**config.mk**
```make
export PLATFORM = sky130hd
export DESIGN_NAME = spi_operand_slave
export DESIGN_NICKNAME = d
export VERILOG_FILES = /design/src/rtl/spi_operand_slave.sv
export SDC_FILE = /design/constraint.sdc
export NUM_CORES = 1
export LEC_CHECK = 0
export BUFFER_PORTS_ARGS = -buffer_cell sky130_fd_sc_hd__buf_2
export CORE_ASPECT_RATIO = 0.8
export CORE_MARGIN = 8
export CORE_UTILIZATION = 51
export DETAILED_ROUTE_END_ITERATION = 16
export GPL_TIMING_DRIVEN = 0
export PLACE_DENSITY = 0.72
export SLEW_MARGIN = 25
export SYNTH_ARGS = -nofsm -noshare
export SYNTH_HDL_FRONTEND = slang
export SYNTH_SLANG_ARGS = --single-unit
export TNS_END_PERCENT = 20
```
**constraint.sdc**
```tcl
create_clock -name clk -period 2.5 [get_ports clk]
set_clock_uncertainty 0.15 [all_clocks]
set_input_delay 0.375 -clock clk [delete_from_list [all_inputs] [get_ports clk]]
set_output_delay 0.375 -clock clk [all_outputs]
set_load 0.1 [all_outputs]
```
**src/rtl/spi_operand_slave.sv**
```systemverilog
// SPI slave that collects N_OPS operand words per frame, publishes them in one
// pulse, then shifts a DATA_W-bit result back out on MISO.
`timescale 1ns/1ps
module spi_operand_slave #(
    parameter int DATA_W      = 8,
    parameter int N_OPS       = 2,
    parameter int CPOL        = 0,
    parameter int CPHA        = 0,
    parameter int SYNC_STAGES = 2
) (
    input  logic                      clk,
    input  logic                      rst,
    input  logic                      spi_cs_n,
    input  logic                      spi_sclk,
    input  logic                      spi_mosi,
    output logic                      spi_miso,
    output logic [N_OPS*DATA_W-1:0]   ops_data,
    output logic                      ops_valid,
    input  logic [DATA_W-1:0]         tx_data,
    output logic                      frame_err,
    output logic                      busy
);

    localparam int BC_W = $clog2(DATA_W);
    localparam int WC_W = (N_OPS > 1) ? $clog2(N_OPS) : 1;
    localparam logic [BC_W-1:0] BC_MAX = BC_W'(DATA_W - 1);
    localparam logic [WC_W-1:0] WC_MAX = WC_W'(N_OPS - 1);
    localparam logic IDLE_LVL = (CPOL != 0);

    typedef enum logic [1:0] {IDLE, RX, TX, DONE} state_t;

    logic [SYNC_STAGES-1:0] cs_sync_reg;
    logic [SYNC_STAGES-1:0] sclk_sync_reg;
    logic [SYNC_STAGES-1:0] mosi_sync_reg;
    logic [SYNC_STAGES-1:0] vld_reg;
    logic                   cs_d_reg;
    logic                   sclk_d_reg;

    state_t                 state_reg;
    logic [BC_W-1:0]        bit_cnt_reg;
    logic [WC_W-1:0]        word_cnt_reg;
    logic [DATA_W-2:0]      rx_shift_reg;
    logic [DATA_W-1:0]      tx_shift_reg;
    logic [DATA_W-1:0]      slot_reg [N_OPS];
    logic                   overrun_reg;
    logic                   latch_pend_reg;
    logic                   armed_reg;

    logic cs_s, sclk_s, mosi_s;
    logic cs_fall, cs_rise;
    logic sclk_rise, sclk_fall, lead_edge, trail_edge;
    logic sample_edge, shift_edge;
    logic [DATA_W-1:0]       rx_word;
    logic [N_OPS*DATA_W-1:0] ops_next;

    assign cs_s   = cs_sync_reg[SYNC_STAGES-1];
    assign sclk_s = sclk_sync_reg[SYNC_STAGES-1];
    assign mosi_s = mosi_sync_reg[SYNC_STAGES-1];

    assign cs_fall    = cs_d_reg & ~cs_s;
    assign cs_rise    = ~cs_d_reg & cs_s;
    assign sclk_rise  = sclk_s & ~sclk_d_reg;
    assign sclk_fall  = ~sclk_s & sclk_d_reg;
    assign lead_edge  = IDLE_LVL ? sclk_fall : sclk_rise;
    assign trail_edge = IDLE_LVL ? sclk_rise : sclk_fall;
    assign sample_edge = (CPHA != 0) ? trail_edge : lead_edge;
    assign shift_edge  = (CPHA != 0) ? lead_edge : trail_edge;

    assign rx_word = {rx_shift_reg, mosi_s};

    // The slot being completed this clk takes the freshly assembled word.
    generate
        for (genvar gi = 0; gi < N_OPS; gi++) begin : g_slot
            assign ops_next[gi*DATA_W +: DATA_W] =
                (word_cnt_reg == WC_W'(gi)) ? rx_word : slot_reg[gi];
        end
    endgenerate

    // vld_reg marks when the synchroniser no longer holds reset-injected values.
    always_ff @(posedge clk) begin
        if (rst) begin
            cs_sync_reg   <= '1;
            sclk_sync_reg <= {SYNC_STAGES{IDLE_LVL}};
            mosi_sync_reg <= '0;
            vld_reg       <= '0;
            cs_d_reg      <= 1'b1;
            sclk_d_reg    <= IDLE_LVL;
        end else begin
            cs_sync_reg   <= {cs_sync_reg[SYNC_STAGES-2:0], spi_cs_n};
            sclk_sync_reg <= {sclk_sync_reg[SYNC_STAGES-2:0], spi_sclk};
            mosi_sync_reg <= {mosi_sync_reg[SYNC_STAGES-2:0], spi_mosi};
            vld_reg       <= {vld_reg[SYNC_STAGES-2:0], 1'b1};
            cs_d_reg      <= cs_s;
            sclk_d_reg    <= sclk_s;
        end
    end

    always_ff @(posedge clk) begin
        if (rst) begin
            state_reg      <= IDLE;
            bit_cnt_reg    <= '0;
            word_cnt_reg   <= '0;
            rx_shift_reg   <= '0;
            tx_shift_reg   <= '0;
            overrun_reg    <= 1'b0;
            latch_pend_reg <= 1'b0;
            armed_reg      <= 1'b0;
            spi_miso       <= 1'b0;
            ops_data       <= '0;
            ops_valid      <= 1'b0;
            frame_err      <= 1'b0;
            busy           <= 1'b0;
            for (int i = 0; i < N_OPS; i++) slot_reg[i] <= '0;
        end else begin
            ops_valid <= 1'b0;
            frame_err <= 1'b0;
            busy      <= ~cs_s;
            // A frame already running when reset lifted must not be joined.
            armed_reg <= armed_reg | (vld_reg[SYNC_STAGES-1] & cs_s);

            if (cs_rise) begin
                state_reg      <= IDLE;
                spi_miso       <= 1'b0;
                frame_err      <= (state_reg == RX) || (state_reg == TX) || overrun_reg;
                overrun_reg    <= 1'b0;
                latch_pend_reg <= 1'b0;
            end else begin
                case (state_reg)
                    IDLE: begin
                        if (cs_fall && armed_reg) begin
                            state_reg    <= RX;
                            bit_cnt_reg  <= '0;
                            word_cnt_reg <= '0;
                            spi_miso     <= 1'b0;
                        end
                    end
                    RX: begin
                        if (sample_edge) begin
                            rx_shift_reg <= rx_word[DATA_W-2:0];
                            if (bit_cnt_reg == BC_MAX) begin
                                bit_cnt_reg            <= '0;
                                slot_reg[word_cnt_reg] <= rx_word;
                                if (word_cnt_reg == WC_MAX) begin
                                    ops_data       <= ops_next;
                                    ops_valid      <= 1'b1;
                                    latch_pend_reg <= 1'b1;
                                    state_reg      <= TX;
                                end else begin
                                    word_cnt_reg <= word_cnt_reg + 1'b1;
                                end
                            end else begin
                                bit_cnt_reg <= bit_cnt_reg + 1'b1;
                            end
                        end
                    end
                    TX: begin
                        if (latch_pend_reg) begin
                            latch_pend_reg <= 1'b0;
                            if (CPHA == 0) begin
                                spi_miso     <= tx_data[DATA_W-1];
                                tx_shift_reg <= {tx_data[DATA_W-2:0], 1'b0};
                            end else begin
                                tx_shift_reg <= tx_data;
                            end
                        end else begin
                            // In mode CPHA=0 the trailing edge of the last operand bit lands here; skip it.
                            if (shift_edge && ((CPHA != 0) || (bit_cnt_reg != '0))) begin
                                spi_miso     <= tx_shift_reg[DATA_W-1];
                                tx_shift_reg <= {tx_shift_reg[DATA_W-2:0], 1'b0};
                            end
                            if (sample_edge) begin
                                if (bit_cnt_reg == BC_MAX) begin
                                    state_reg   <= DONE;
                                    spi_miso    <= 1'b0;
                                    bit_cnt_reg <= '0;
                                end else begin
                                    bit_cnt_reg <= bit_cnt_reg + 1'b1;
                                end
                            end
                        end
                    end
                    DONE: begin
                        if (sample_edge) overrun_reg <= 1'b1;
                    end
                    default: state_reg <= IDLE;
                endcase
            end
        end
    end

endmodule

```
# Yosys cells after proc, flatten, opt, wreduce, memory -nomap -nowiden
# Memories as Yosys holds them, arrays and structs flattened. A register that Yosys moved wholly into a read port is not among the register bits.
# Cells that the tools add are included.
[totals]
word_cells = 114
in_bits = 13
ram_bits = 16
output_inout_bits = 20
memories = 1
ff_bits = 54
[classes]
addsub = 2
n_eq_ne = 11
reduce_logical = 24
n_bitwise = 14
muxes = 42
[memory_table]
columns = ["name", "words", "width", "read_ports", "rd_ports_with_merged_regs", "wr", "line_no", "rtl"]
rows = [
  ["slot_reg", 2, 8, 1, 1, 2, "44", "logic [DATA_W-1:0] slot_reg [N_OPS];"],
]
[ops]
columns = ["op", "n"]
rows = [
  ["$mux W8", 3],
  ["$mux W1", 23],
  ["$mux W2", 7],
  ["$mux W3", 4],
  ["$ne A2 B2 Y1 const B", 5],
  ["$reduce_and A5 Y1", 2],
  ["$pmux W3 S3", 1],
  ["$not A1 Y1", 8],
  ["$reduce_and A4 Y1", 2],
  ["$reduce_and A8 Y1", 1],
  ["$reduce_bool A2 Y1", 4],
  ["$reduce_or A8 Y1", 1],
  ["$pmux W1 S2", 3],
  ["$pmux W2 S3", 1],
  ["$reduce_and A3 Y1", 2],
  ["$reduce_bool A3 Y1", 2],
  ["$and A1 B1 Y1", 5],
  ["$reduce_or A5 Y1", 1],
  ["$eq A2 B2 Y1 const B", 2],
  ["$ne A2 B1 Y1 const B", 2],
  ["$reduce_and A2 Y1", 2],
  ["$reduce_or A2 Y1", 2],
  ["$add A3 B1 Y3 const B", 1],
  ["$eq A3 B3 Y1 const B", 1],
  ["other kinds (6)", 8],
]

# Longest topological paths before layout
# Gate-level depths: netlist of the first run.
[logic_depth]
depth_word = 9
ltp_mapped = 8
depth_no_buf = 6

# Worst setup path before layout of the first run
# No wires, ideal clock.
[synth_timing]
path_kind = "reg2reg"
start = "reg state_reg[1]"
end = "mem slot_reg[0][0], enable pin"
t_required_ns = 2.021
synth_period_minus_slack_ns = 1.873
setup_time_ns = 0.329
path_stages_with_launch = 6
path_buffers = 0
arrival_time_ns = 1.394
slack_ns = 0.627
cell_sequence = "dfxtp_1 > inv_1 > ha_1 > nand3_1 > nor3_2 > or2_1"
[synth_lines]
columns = ["element", "line_no", "rtl"]
rows = [
  ["start: declaration", "39", "state_t state_reg;"],
  ["start signal: assignment", "100", "state_reg <= IDLE;"],
  ["start signal: assignment", "122", "state_reg <= IDLE;"],
  ["start signal: assignment", "131", "state_reg <= RX;"],
  ["end: declaration", "44", ""],
]

==> results of run 1 <==
==> path summary, 6_finish.rpt <==
check	end	cells past startpoint	slack, ns	startpoint
max	slot_reg[0][4]$_SDFFCE_PN0P_	5	0.33	state_reg[1]$_SDFFE_PP0P_
min	cs_sync_reg[0]$_SDFF_PP1_	2	0.07	spi_cs_n
max reg2reg	slot_reg[0][4]$_SDFFCE_PN0P_	5	0.33	state_reg[1]$_SDFFE_PP0P_
min reg2reg	cs_sync_reg[1]$_SDFF_PP1_	1	0.26	cs_sync_reg[0]$_SDFF_PP1_
==> worst reg2reg max path, delay by kind of cell (launching register included) <==
family | cells | cell delay [ns]
flops | 1 | 0.33
simple gates | 3 | 0.89
buf+inv | 1 | 0.12
fa+ha+maj | 1 | 0.35
==> per-layer routing <==
layer	share of wire	vias up	GRT usage
li1	-	911	-
met1	0.52	797	0.1774
met2	0.41	34	0.1969
met3	0.055	4	0.05556
met4	0.0085	0	0.06065
met5	0	-	0
==> cell type report <==
cell class / instances / area, um2
fill: 422 / 1916
sequential: 61 / 1301
multi-input combinational: 157 / 1130
clock buffer: 12 / 166.4
timing repair buffer: 31 / 155.1
tap: 62 / 77.57
buffer: 11 / 66.31
clock inverter: 4 / 53.80
inverter: 7 / 26.28
==> cell usage in the layout (no fill, tap or decap), types with 2 or more instances in the layout <==
cell type,count
sky130_fd_sc_hd__nor2b_1,9
sky130_fd_sc_hd__clkbuf_8,10
sky130_fd_sc_hd__nand4_1,3
sky130_fd_sc_hd__nand3_1,3
sky130_fd_sc_hd__or2_2,2
sky130_fd_sc_hd__buf_1,2
sky130_fd_sc_hd__clkinvlp_4,2
sky130_fd_sc_hd__dfxtp_1,53
sky130_fd_sc_hd__clkbuf_1,4
sky130_fd_sc_hd__ha_1,8
sky130_fd_sc_hd__a311oi_1,6
sky130_fd_sc_hd__buf_6,2
sky130_fd_sc_hd__mux2i_1,29
sky130_fd_sc_hd__nand2_1,3
sky130_fd_sc_hd__and2_1,10
sky130_fd_sc_hd__o21ai_0,6
sky130_fd_sc_hd__inv_1,6
sky130_fd_sc_hd__buf_4,2
sky130_fd_sc_hd__buf_2,33
sky130_fd_sc_hd__nand2b_1,5
sky130_fd_sc_hd__a21oi_1,13
sky130_fd_sc_hd__and3_1,3
sky130_fd_sc_hd__nor3_1,2
sky130_fd_sc_hd__nor2_1,31
sky130_fd_sc_hd__edfxtp_1,8
sky130_fd_sc_hd__a21oi_2,3
==> power breakdown <==
part           switching [mW]  internal (mW)  total (mW)
sequential             0.0139           1.01        1.02
combinational           0.116         0.0717       0.187
clock                   0.389          0.550       0.938
==> kinds of logic after synthesis <==
kind of cell / Yosys count / synth area share
DFF: 61 / 0.5156
buffers and inverters: 18 / 0.03668
adders and majority gates: 8 / 0.03966
AOI/OAI and AO/OA: 40 / 0.1106
and+or+nand+nor: 80 / 0.1825
muxes: 29 / 0.1150
==> results, run 1 <==
- The flow ran to the end, and the final reports show no timing, DRC or antenna violations.
- The core utilization of the finished layout is 0.6084.
- The total iterations of the first detailed-routing run is 4.
- The biggest area consumer among synthesized cells is sky130_fd_sc_hd__dfxtp_1.
- Measured along the x axis, the die boundary spans 94.65 um.
- The data arrival time of the critical path is 2.03 ns.
- The remaining routing DRC violations is 0.
- The number of cells in the finished layout apart from fillers is 345.
- Along the worst path, the maximum fanout reaches 9.
- For the pin with the worst max-slew slack, the measured transition is 0.4788 ns.
- Setup repair after global routing left no endpoint under its margin.
- Power spread over the standard cell area amounts to 722.2 nW/um2.
- In the synthesized netlist the dominant register cell turns out to be sky130_fd_sc_hd__dfxtp_1.
- Clock-pin slew was measured on the worst setup and hold paths at 0.07 ns.
- sky130_fd_sc_hd__dfxtp_1 is the most common cell in the netlist.
- The number of buffer and inverter stages on the critical path is 1.
- The routability congestion estimate from global placement is 0.8280.
- The gate count of the mapped netlist is 236.
- The count of standard-cell rows is 23.
- In the post-synthesis netlist, the biggest area contributors are sky130_fd_sc_hd__dfxtp_1 42%, sky130_fd_sc_hd__mux2i_1 12%, sky130_fd_sc_hd__edfxtp_1 9.5%.
- The number of enable flip-flop cells after synthesis is 8.
- In the final timing run, aggregate negative setup slack is 0 ns.
- The pin count of the biggest net entering global routing is 12.
- Counting flops with an async set or reset pin after synthesis yields a share of 0.
- The via count of the first global-routing pass is 1768.
- The total of max-cap violations is 0.
- The category of the critical setup timing path is reg2reg.
- The max-slew headroom at the worst pin is 0.6797.
- The area growth from synthesis to final layout is 17.95%.
- Once the clock tree was built, the setup fixing pass inserted 0 buffers.
- The type of the tightest min-delay check is in2reg.
- The worst-case IR drop observed on VDD is 0.5576 mV.
- For this run, the total global-route usage over all layers was measured as 0.1374.
- The number of antenna violations at the first check in global routing is 0.
- The number of antenna diodes in the final layout is 0.
- The worst path setup slack after routing is 0.3307 ns.
- On the critical path, the stage with the largest delay is an instance of sky130_fd_sc_hd__nor3_2.
- The largest stage delay on the critical path is 0.37 ns.
- The final hold violation count is 0.
- The design draws 2.150 mW.
- The per-cell via count in the routed design is 5.061.
- In this run, post-CTS hold repair placed 0 buffers.
- The synthesized area divided by synthesized cell count is 10.69 um2.
- After legalization and detailed placement, the total HPWL measured 3.315 mm.
- The final design area excluding fillers is 2977 um2.
- The final layout contains routed wiring with a total length of 4.699 mm.
- At the placement stage, the worst setup path has a slack of 0.3343 ns.
- The area fraction of the dominant cell type after synthesis is 0.4204.
- After synthesis the netlist holds a flip-flop and latch count of 61.
- CTS built an H-tree with a depth of 3.
- The area of the mapped netlist is 2524 um2.
- Derived from the worst setup path, the maximum achievable clock frequency is 461.0 MHz.
- In this run, the number of DRC markers left after iteration 0 of detailed routing was 102.
- Pin placement for this block handled 33 I/O pins.
- The time the final worst path needs with I/O delays and setup is 2.169 ns.
- The die outline height is 78.92 um.
- The register with the most flip-flops in the layout has 16 of them.
- The count of different cell masters after synthesis is 46.
- The worst setup path is captured at a register.
- Counting instances in the post-synthesis netlist gives the leading cell types as 53 x sky130_fd_sc_hd__dfxtp_1, 31 x sky130_fd_sc_hd__nor2_1, 29 x sky130_fd_sc_hd__mux2i_1, 13 x sky130_fd_sc_hd__a21oi_1, 10 x sky130_fd_sc_hd__and2_1.
- The number of clock sinks is 61.
- The clock insertion delay at the later pin of the skew report is 0.34 ns.
- The fraction of the cycle the final worst path needs is 0.8677.
- TritonCTS built the clock tree.
- Yosys printed 0 warnings.
- The hold slack is 0.06523 ns.
- The number of input and output port buffers inserted is 31.
- The post-detailed-route wirelength per cell is 13.62 um.
- After global routing the overflow that remains totals 0.
- The number of nets with antenna violations after routing is 0.
- The die covers 7469 um2.
- The number of nets in the layout is 299.
- When the netlist entered floorplanning its net count stood at 257.
- STA puts the critical path data required time at 2.36 ns.
- For this configuration, the core starts out at a cell density of 0.5159.
- The count of endpoints failing setup in the final report is 0.
- In this design, the largest share of critical-path delay is due to simple AND/OR/NAND/NOR gates.
- The number of buffers between clock root and the deepest sink is 2.
- Once placement finished, the instance area stood at 2756 um2.
- In this run, post-CTS repair resized a total of 0 instances.
- The first-pass GRT wire length is 8.114 mm.
- The total via count in the routed design is 1746.
- The critical path goes through inv_1, ha_1, nand3_1, nor3_2, or2_1.
- The area of the core region is 4892 um2.
- The count of pins over their slew limit is 0.
- The static leakage is 1.319 nW.
- The placed instance count is 329.
- The clock root buffer is sky130_fd_sc_hd__clkbuf_8.
- The worst setup path is launched from a register.
- The number of clock buffers added by TritonCTS is 9.
- The proportion of synthesized chip area in sequential cells is 0.5156.
- In the final layout, the share of cells above drive strength 1 is 0.2297.
Power figures use the tool's default switching activity.
==> inputs of run 2 (changes only) <==
- CORE_MARGIN: 8 -> 2
==> run 2 against run 1 <==
Against the previous run:
- sequential power hardly changed
- global-route usage grew 5.8 points
- largest power group unchanged
- sequential cell count unchanged
- register-to-register slack worse by 0.03 ns
- final cell count down 0.58%
- largest cell class unchanged
- utilization up 1.9 points
- cell area is 1.4% lower
==> results, run 2 (synthesis gave the netlist of run 1 again) <==
- The number of buffers between clock root and the deepest sink is 2.
- The final sum of negative setup slack is 0 ns.
- The actual transition at the worst max-transition pin is 0.5141 ns.
- The fraction of layout cells with a size suffix above 1 is 0.2226.
- The post-detailed-route wirelength per cell is 13.30 um.
- Prior to clock tree synthesis, the placed netlist has a worst setup slack of 0.2850 ns.
- The floorplan step set the die width to 82.65 um.
- The fraction of the cycle the final worst path needs is 0.8801.
- For the worst-skew pair, the clock arrives at the later sink with an insertion delay of 0.34 ns.
- The count of pins over their slew limit is 0.
- The number of DRC markers in iteration 0 is 116.
- The sum of internal, switching and leakage power is 2.010 mW.
- The hold buffer count at cts is 0.
- In this run, post-CTS repair resized a total of 0 instances.
- On the final layout, the worst hold slack is 0.06600 ns.
- Wires add up to 4.562 mm.
- Power spread over the standard cell area amounts to 684.8 nW/um2.
- In this run the power spent charging and discharging nets is 487.2 uW.
- The routability congestion estimate from global placement is 0.8381.
- The die outline area is 5531 um2.
- The max-slew headroom at the worst pin is 0.6573.
- After clock tree synthesis, the clock-pin slew on the worst setup and hold paths is 0.07 ns.
- STA classifies the critical path startpoint as a register.
- The library cell used most frequently in the layout, excluding fill and tap cells, is sky130_fd_sc_hd__dfxtp_1.
- The remaining routing DRC violations is 0.
- The clock share of power is 0.396.
- In this run, CTS created clock tree buffers numbering 9.
- The peak ir drop on the vdd network is 0.4394 mV.
- STA classifies the critical path endpoint as a register.
- After legalization and detailed placement, the total HPWL measured 3.190 mm.
- Global routing finished with a remaining overflow of 0.
- After floorplanning, the core was sized to cover 4679 um2.
- The via count of the first global-routing pass was 1683.
- The signal on the critical path passes through inv_1, ha_1, nand3_1, nor3_2, or2_1.
- The number of input and output port buffers inserted is 31.
- Setup repair after global routing left no endpoint under its margin.
- The slowest stage of the critical path belongs to the cell sky130_fd_sc_hd__nor3_2.
- The category of the critical setup timing path is reg2reg.
- Along the worst path, the maximum fanout reaches 9.
- Setup violations remaining at the end of the flow were counted as 0.
- The time the final worst path needs with I/O delays and setup is 2.200 ns.
- Across all register-to-register paths, the minimum setup slack is 0.30 ns.
- The CTS tree is done.
- The total global-route track usage is 0.1956.
- STA puts the critical path data arrival time at 2.06 ns.
- The buffer count from post-CTS setup fixing is 0.
- The area growth from synthesis to final layout is 16.31%.
- The relative contribution of combinational cells to total power is 0.094.
- The register with the most flip-flops in the layout has 16 of them.
- The worst flop-to-flop path startpoint is state_reg[1]$_SDFFE_PP0P_.
- Of the total power, the share spent switching nets is 0.2423.
- The required time of the worst setup path is 2.36 ns.
- The largest stage delay on the critical path is 0.38 ns.
- The internal power of the cells totals 1.523 mW.
- The run finished with clean final reports.
- The tightest min-delay check is of the in2reg type.
- The clock tree synthesis step divided the H-tree into 3 levels.
- The path depth of the worst reg2reg path is 5.
- The worst hold path begins at spi_cs_n.
- In this run the static leakage power is 1.309 nW.
- The total of max-cap violations is 0.
- Leaving out filler cells and counting taps, the final layout contains 343.
- The net count of the finished layout is 299.
- The first-pass GRT wire length is 7.859 mm.
- The endpoint identified for the worst register-to-register timing path is slot_reg[0][0]$_SDFFCE_PN0P_.
- In the routed layout, each cell is associated on average with a via count of 5.222.
- The count of nets left with antenna violations once routing finished came out at 0.
- The top cell types in the final layout, fill and taps aside, are 53 x sky130_fd_sc_hd__dfxtp_1, 33 x sky130_fd_sc_hd__buf_2, 31 x sky130_fd_sc_hd__nor2_1.
- The placed instance count is 327.
- The final hold violation count is 0.
- Entering global routing, the biggest net connects 11 pins.
- The filler cells instantiated in the layout total 411.
- The sequential fraction of design power is 0.510.
- 33 I/O pins were placed.
- Timing would allow up to 454.5 MHz.
- The number of antenna violations at the first check in global routing is 0.
- Before antenna repair, the detailed router went through 4 iterations.
- The die is 66.92 um tall.
- Along the worst hold path, the cell count comes to 2.
- The clock root buffer is sky130_fd_sc_hd__clkbuf_8.
- The initial utilization of the core area, before any placement, comes to 0.5393.
- The initialized floorplan defines 22 standard-cell rows.
- The detailed router placed 1791 vias in this run.
- The worst path setup slack after routing is 0.2997 ns.
- The final antenna diode count is 0.
- For hold timing, the worst endpoint is cs_sync_reg[0]$_SDFF_PP1_.
- The number of clock sinks is 61.
==> run 2: routing by layer <==
metal | up-vias | global-route usage | share of wire
li1 | 918 | - | -
met1 | 814 | 0.2711 | 0.52
met2 | 48 | 0.2631 | 0.40
met3 | 11 | 0.07724 | 0.067
met4 | 0 | 0.09221 | 0.019
met5 | - | 0 | 0
==> run 2: worst max path at each step <==
| stage | start | endpoint | slack, ns | cells past startpoint |
|---|---|---|---|---|
| 2_1_floorplan | state_reg[1]$_SDFFE_PP0P_ | slot_reg[0][0]$_SDFFCE_PN0P_ | 0.63 | 5 |
| 3_3_place_gp | state_reg[1]$_SDFFE_PP0P_ | slot_reg[0][0]$_SDFFCE_PN0P_ | 0.30 | 5 |
| 3_5_place_dp | state_reg[1]$_SDFFE_PP0P_ | slot_reg[0][0]$_SDFFCE_PN0P_ | 0.28 | 5 |
| 4_1_cts | state_reg[1]$_SDFFE_PP0P_ | slot_reg[0][1]$_SDFFCE_PN0P_ | 0.28 | 5 |
| 5_1_grt | bit_cnt_reg[0]$_SDFFE_PP0P_ | slot_reg[0][0]$_SDFFCE_PN0P_ | 0.1 | 5 |
| 6_report | state_reg[1]$_SDFFE_PP0P_ | slot_reg[0][0]$_SDFFCE_PN0P_ | 0.30 | 5 |
==> run 2: worst max-delay path: cells and delay by family (launching register included) <==
kind | cells | cell delay [ns]
simple gates | 3 | 0.91
fa+ha+maj | 1 | 0.35
flops | 1 | 0.33
buf+inv | 1 | 0.13
==> run 2: per-stage QoR <==
step           utilization  cell area [um2]
6_report            0.6273             2935
5_1_grt             0.6273             2935
4_1_cts             0.6273             2935
3_5_place_dp        0.5885             2754
3_3_place_gp        0.5885             2754
2_1_floorplan            -             2524
==> run 2: power groups by stage <==
| stage | clock (mW) | combinational (mW) | sequential (mW) |
|---|---|---|---|
| 2_1_floorplan | 0 | 0.141 | 1.05 |
| 3_3_place_gp | 0 | 0.183 | 1.05 |
| 3_5_place_dp | 0 | 0.185 | 1.05 |
| 4_1_cts | 0.816 | 0.186 | 1.02 |
| 5_1_grt | 0.855 | 0.210 | 1.03 |
| 6_report | 0.796 | 0.189 | 1.03 |
==> run 2: final cells by class <==
| type | instances | area [um2] | share of cell area |
|---|---|---|---|
| Clock buffer | 15 | 176.4 | 0.06010 |
| Sequential cell | 61 | 1301 | 0.4433 |
| Timing Repair Buffer | 31 | 155.1 | 0.05286 |
| Buffer | 11 | 66.31 | 0.02259 |
| Tap cell | 60 | 75.07 | 0.02558 |
| Inverter | 7 | 26.28 | 0.008951 |
| Clock inverter | 1 | 5.005 | 0.001705 |
| Multi-Input combinational cell | 157 | 1130 | 0.3849 |
